[src/rtl/dmem_arbiter_if.sv]
// Bus bundle between the CPU/loader requesters, the data memory
// and the data-memory arbiter.
interface dmem_arbiter_if #(
  parameter int AW = 32,
  parameter int DW = 32
);
  logic          cpu_req;
  logic          cpu_we;
  logic [AW-1:0] cpu_adr;
  logic [DW-1:0] cpu_wd;
  logic [DW-1:0] cpu_rd;
  logic          cpu_ack;

  logic          ld_req;
  logic          ld_we;
  logic [AW-1:0] ld_adr;
  logic [DW-1:0] ld_wd;
  logic [DW-1:0] ld_rd;
  logic          ld_ack;

  logic          mem_we;
  logic [AW-1:0] mem_adr;
  logic [DW-1:0] mem_wd;
  logic [DW-1:0] mem_rd;

  logic [1:0]    gnt;

  modport master (
    output cpu_req, cpu_we, cpu_adr, cpu_wd,
    input  cpu_rd, cpu_ack,
    output ld_req, ld_we, ld_adr, ld_wd,
    input  ld_rd, ld_ack,
    input  mem_we, mem_adr, mem_wd,
    output mem_rd,
    input  gnt
  );

  modport slave (
    input  cpu_req, cpu_we, cpu_adr, cpu_wd,
    output cpu_rd, cpu_ack,
    input  ld_req, ld_we, ld_adr, ld_wd,
    output ld_rd, ld_ack,
    output mem_we, mem_adr, mem_wd,
    input  mem_rd,
    output gnt
  );
endinterface

[src/rtl/dmem_arbiter.sv]
// Two-port data-memory arbiter: CPU vs loader, round-robin on ties
// with a burst limit so neither side starves.
module dmem_arbiter #(
  parameter int AW        = 32,
  parameter int DW        = 32,
  parameter int MAX_BURST = 4
) (
  input logic         clk,
  input logic         reset,
  dmem_arbiter_if.slave bus
);
  localparam int CW =
    (MAX_BURST > 1) ? $clog2(MAX_BURST) : 1;
  localparam logic [CW-1:0] CMAX =
    CW'(MAX_BURST - 1);

  typedef enum logic [1:0] {
    IDLE = 2'b00,
    CPU  = 2'b01,
    LD   = 2'b10
  } state_t;

  state_t        state, state_n;
  logic [CW-1:0] cnt, cnt_n;
  logic          last_ld, last_ld_n;
  logic          sat;

  logic [AW-1:0] sel_adr;
  logic [DW-1:0] sel_wd;
  logic          sel_we;
  logic          cack;
  logic          lack;
  logic [1:0]    sel_gnt;

  assign sat = (cnt == CMAX);

  always_ff @(posedge clk) begin
    if (reset) begin
      state   <= IDLE;
      cnt     <= '0;
      last_ld <= 1'b1;
    end else begin
      state   <= state_n;
      cnt     <= cnt_n;
      last_ld <= last_ld_n;
    end
  end

  always_comb begin
    state_n = state;
    unique case (state)
      IDLE: begin
        unique case (1'b1)
          bus.cpu_req && !bus.ld_req:
            state_n = CPU;
          bus.ld_req && !bus.cpu_req:
            state_n = LD;
          bus.cpu_req && bus.ld_req:
            state_n = last_ld ? CPU : LD;
          default:
            state_n = IDLE;
        endcase
      end
      CPU: begin
        if (!bus.cpu_req)
          state_n = bus.ld_req ? LD : IDLE;
        else if (bus.ld_req && sat)
          state_n = LD;
      end
      LD: begin
        if (!bus.ld_req)
          state_n = bus.cpu_req ? CPU : IDLE;
        else if (bus.cpu_req && sat)
          state_n = CPU;
      end
      default: state_n = IDLE;
    endcase

    cnt_n     = cnt;
    last_ld_n = last_ld;
    if (state_n != state) begin
      cnt_n = '0;
      if (state_n == CPU)
        last_ld_n = 1'b0;
      else if (state_n == LD)
        last_ld_n = 1'b1;
    end else if (state_n != IDLE && !sat) begin
      cnt_n = cnt + 1'b1;
    end
  end

  // reset aborts an in-flight access: no ack, no write at that edge
  always_comb begin
    sel_adr = '0;
    sel_wd  = '0;
    sel_we  = 1'b0;
    cack    = 1'b0;
    lack    = 1'b0;
    sel_gnt = 2'b00;
    unique case (state)
      CPU: begin
        sel_gnt = 2'b01;
        sel_adr = bus.cpu_adr;
        sel_wd  = bus.cpu_wd;
        cack    = bus.cpu_req & ~reset;
        sel_we  = bus.cpu_we & cack;
      end
      LD: begin
        sel_gnt = 2'b10;
        sel_adr = bus.ld_adr;
        sel_wd  = bus.ld_wd;
        lack    = bus.ld_req & ~reset;
        sel_we  = bus.ld_we & lack;
      end
      default: ;
    endcase
  end

  assign bus.mem_adr = sel_adr;
  assign bus.mem_wd  = sel_wd;
  assign bus.mem_we  = sel_we;
  assign bus.cpu_ack = cack;
  assign bus.ld_ack  = lack;
  assign bus.gnt     = sel_gnt;
  assign bus.cpu_rd  = bus.mem_rd;
  assign bus.ld_rd   = bus.mem_rd;
endmodule

[src/flat_wrapper.sv]
// flat-port wrapper written by rule: the top's interface ports become plain ports
module dmem_arbiter_flat 
#(
  parameter int AW        = 32,
  parameter int DW        = 32,
  parameter int MAX_BURST = 4
)
  (clk, reset, bus_cpu_req, bus_cpu_we, bus_cpu_adr, bus_cpu_wd, bus_cpu_rd, bus_cpu_ack, bus_ld_req, bus_ld_we, bus_ld_adr, bus_ld_wd, bus_ld_rd, bus_ld_ack, bus_mem_we, bus_mem_adr, bus_mem_wd, bus_mem_rd, bus_gnt);
  dmem_arbiter_if #(.AW(AW), .DW(DW)) bus_i ();
  input logic clk;
  input logic reset;
  input wire logic [$bits(bus_i.cpu_req)-1:0] bus_cpu_req;
  input wire logic [$bits(bus_i.cpu_we)-1:0] bus_cpu_we;
  input wire logic [$bits(bus_i.cpu_adr)-1:0] bus_cpu_adr;
  input wire logic [$bits(bus_i.cpu_wd)-1:0] bus_cpu_wd;
  output wire logic [$bits(bus_i.cpu_rd)-1:0] bus_cpu_rd;
  output wire logic [$bits(bus_i.cpu_ack)-1:0] bus_cpu_ack;
  input wire logic [$bits(bus_i.ld_req)-1:0] bus_ld_req;
  input wire logic [$bits(bus_i.ld_we)-1:0] bus_ld_we;
  input wire logic [$bits(bus_i.ld_adr)-1:0] bus_ld_adr;
  input wire logic [$bits(bus_i.ld_wd)-1:0] bus_ld_wd;
  output wire logic [$bits(bus_i.ld_rd)-1:0] bus_ld_rd;
  output wire logic [$bits(bus_i.ld_ack)-1:0] bus_ld_ack;
  output wire logic [$bits(bus_i.mem_we)-1:0] bus_mem_we;
  output wire logic [$bits(bus_i.mem_adr)-1:0] bus_mem_adr;
  output wire logic [$bits(bus_i.mem_wd)-1:0] bus_mem_wd;
  input wire logic [$bits(bus_i.mem_rd)-1:0] bus_mem_rd;
  output wire logic [$bits(bus_i.gnt)-1:0] bus_gnt;
  assign bus_i.cpu_req = bus_cpu_req;
  assign bus_i.cpu_we = bus_cpu_we;
  assign bus_i.cpu_adr = bus_cpu_adr;
  assign bus_i.cpu_wd = bus_cpu_wd;
  assign bus_cpu_rd = bus_i.cpu_rd;
  assign bus_cpu_ack = bus_i.cpu_ack;
  assign bus_i.ld_req = bus_ld_req;
  assign bus_i.ld_we = bus_ld_we;
  assign bus_i.ld_adr = bus_ld_adr;
  assign bus_i.ld_wd = bus_ld_wd;
  assign bus_ld_rd = bus_i.ld_rd;
  assign bus_ld_ack = bus_i.ld_ack;
  assign bus_mem_we = bus_i.mem_we;
  assign bus_mem_adr = bus_i.mem_adr;
  assign bus_mem_wd = bus_i.mem_wd;
  assign bus_i.mem_rd = bus_mem_rd;
  assign bus_gnt = bus_i.gnt;
  dmem_arbiter #(.AW(AW), .DW(DW), .MAX_BURST(MAX_BURST)) u_core (.clk(clk), .reset(reset), .bus(bus_i));
endmodule
[config.mk]
export PLATFORM = sky130hd
export DESIGN_NAME = dmem_arbiter_flat
export DESIGN_NICKNAME = d
export VERILOG_FILES = /design/src/rtl/dmem_arbiter_if.sv /design/src/rtl/dmem_arbiter.sv /design/src/flat_wrapper.sv
export SDC_FILE = /design/constraint.sdc
export NUM_CORES = 1
export LEC_CHECK = 0
export CAP_MARGIN = 20
export CORE_AREA = 2 2 116 118
export CTS_CLUSTER_DIAMETER = 80
export CTS_CLUSTER_SIZE = 10
export DETAILED_ROUTE_END_ITERATION = 10
export DIE_AREA = 0 0 118 120
export DONT_BUFFER_PORTS = 1
export GPL_TIMING_DRIVEN = 0
export PLACE_DENSITY = 0.34
export SLEW_MARGIN = 20
export SYNTH_ARGS = -nofsm -noshare
export SYNTH_HDL_FRONTEND = slang
export SYNTH_SLANG_ARGS = --single-unit
[constraint.sdc]
create_clock -name clk -period 1.92 [get_ports clk]
set_input_delay 0.192 -clock clk [delete_from_list [all_inputs] [get_ports clk]]
set_output_delay 0.192 -clock clk [all_outputs]
set_load 0.01 [all_outputs]
==> results.ini <==
[grt]
grt_max_degree=11
antenna_found_initial=0
grt_usage_pct=8.05
grt_pass1_wl_um=9200
grt.overflow.total=0
grt_pass1_vias=1834

[routing]
ant_nets=0
drtPass1Iterations=4
via_per_inst=4.40
vias=1979
drc_errors=0
wire_per_inst_um=15.2
drt-initial-drc-count=75
wl_um=6840

[setup_path]
cp.required_ns=2.03
cp_slowest_cell=dfxtp_4
crit_path_start_kind=register
worstSetupPathType=reg -> reg
path_cells=ha_2 -> and4b_1 -> a32o_2 -> a31oi_4 -> ha_2 -> a21boi_2 -> mux2i_1
worstPathMaxFanout=6
end_kind=register
cpMostUsedCell=ha_2
slowest_delay_ns=0.39
cp.arrival_ns=2.03

[hold_path]
hold_class=in -> reg

[synthesis]
yosysWarnings=0
synth.largest_area_cell=a22oi_1
syn_area_per_cell_um2=7.16
async_flop_share_pct=0
ys_ff_latch=5
ys.flop_type=dfxtp_1
synthDistinctLibCells=23
yosys-top-cells-area=a22oi_1 (26%), buf_4 (25%), nor2b_1 (22%), dfxtp_1 (5.3%), ha_1 (5.3%)
synth_most_common_cell=nor2b_1
yosysSeqAreaShare_pct=5.25
synth_edf_count=0
syn-num-nets=440
synth_area_mm2=0.00191
synthTopCellsByCount=nor2b_1 (67), a22oi_1 (66), buf_4 (64)
synth_top_area_share_pct=26.0
syn_inst=266

[clock_tree]
cts.path.max_buffers=2
clk_latency_ns=0.23
numCtsBuffers=3
htree_levels=1
cts_root_buf=clkbuf_16
cts_tree=built
clk_pin_slew_worst_paths_ns=0.03
cts_hold_buf=0
clock-sinks=5

[placed_design]
dp.final_hpwl_um=5620
numPortBuffers=0
dpl_worst_slack_ns=-0.555
routabilityCongestion=0.706
place_area_mm2=0.00214

[power]
ir_worst_vdd_v=0.000333
power.leakage_nw=0.864
fin_total_pwr_mw=1.31
power.density_mw_per_mm2=518

[timing]
max_freq_ghz=0.521
slew_headroom_pct=76.4
setup_violations=0
setup_ws_ns=0.00162
rsz0062_at_grt=yes
finalCriticalPeriod_ns=1.92
maxSlewViolCount=0
worstMarginPinSlew_ns=0.354
hold_violations=0
fin_skew_ns=0.00169
fin_crit_sh_pct=99.9

[die]
pin_count=299
start_util_pct=14.7
rows=42
die_h_um=120
die_area_mm2=0.0142
die_x_um=118
coreArea_mm2=0.0130

[cells_and_area]
final_core_util_pct=19.4
diodes=0
fin_nets=449
drive_gt1_share_pct=59.1
finalInstanceArea_mm2=0.00252
area.growth.synth_to_final_pct=32.2

[run]
maxCapViolations=0

[status]
outcome=completed

[placed cells by master (no fill, tap or decap), drive strengths merged]
cell type	Yosys	final
a22o	1	1
dfxtp	5	5
buf	66	74
xnor2	3	3
a2111o	1	1
nand2	5	5
o311a	1	1
a32o	1	1
nand3	1	1
nor2	6	6
a22oi	66	66
and4b	1	1
nor3	2	2
nand2b	3	3
mux2i	2	2
inv	5	5
ha	8	8
a31oi	1	1
a21boi	1	1
nor2b	67	67
clkbuf	20	20
[metal layers]
metal	global-route usage [%]	vias up	routed length (um)
met1	8.55	932	2530
met5	0	-	0
met3	2.23	2	570
li1	-	882	-
met2	16.0	163	3720
met4	1.20	0	20
[where the power goes]
part / leakage, nW / internal (mW) / switching (mW)
clock network: 0.0382 / 0.275 / 0.0656
registers: 0.0423 / 0.117 / 0.0158
logic: 0.784 / 0.414 / 0.418
[repair_timing]
item,4_1_cts,5_1_grt
setup buffers,4,0
pin swaps,3,1
endpoints found under the setup margin,68,63
endpoints found under the hold margin,0,0
gates resized for setup,68,42
[path summary, 6_finish.rpt]
path	slack, ns	end	from	cells past startpoint
setup reg to reg	0.002	u_core.last_ld$_SDFFE_PP1P_	u_core.state[1]$_SDFF_PP0_	7
hold / removal	0.32	u_core.state[0]$_SDFF_PP0_	reset	2
setup / recovery	0.002	u_core.last_ld$_SDFFE_PP1P_	u_core.state[1]$_SDFF_PP0_	7
hold reg to reg	0.53	u_core.cnt[1]$_SDFFE_PP0P_	u_core.cnt[1]$_SDFFE_PP0P_	2
[worst max-delay path, delay by kind of cell (launching register included)]
family	cells	cell delay, ns
mux	1	0.12
simple gates	1	0.21
compound gates	3	0.56
flops	1	0.39
fa+ha+maj	2	0.53
[per-stage QoR]
step	TNS (ns)	hold WS, ns	instances
global placement	-25.16	0.478	442
detailed placement	-28.69	0.477	442
finish	0	0.316	450
floorplan	0	0.475	266
global route	-0.119	0.354	450
CTS	0	0.314	450
[kinds of logic after synthesis]
kind of cell	share of synthesized area, %
buffers and inverters	30.5
and+or+nand+nor	26.5
AOI/OAI and AO/OA	29.7
adders and majority gates	5.25
DFF	5.25
xor gates and xnor gates	1.77
muxes	1.05
[flip-flops by register name, indices dropped and copies added, names as in the netlist]
name            flops
u_core.cnt          2
u_core.last_ld      1
u_core.state        2
[final cells by class]
class                           instances  area, um2
Fill cell                            1449      10500
Multi-Input combinational cell        170       1420
Buffer                                 86        636
Tap cell                              176        220
Sequential cell                         5        108
Clock buffer                            4       78.8
Timing Repair Buffer                    4       30.0
Inverter                                5       23.8
Power figures use the tool's default switching activity.
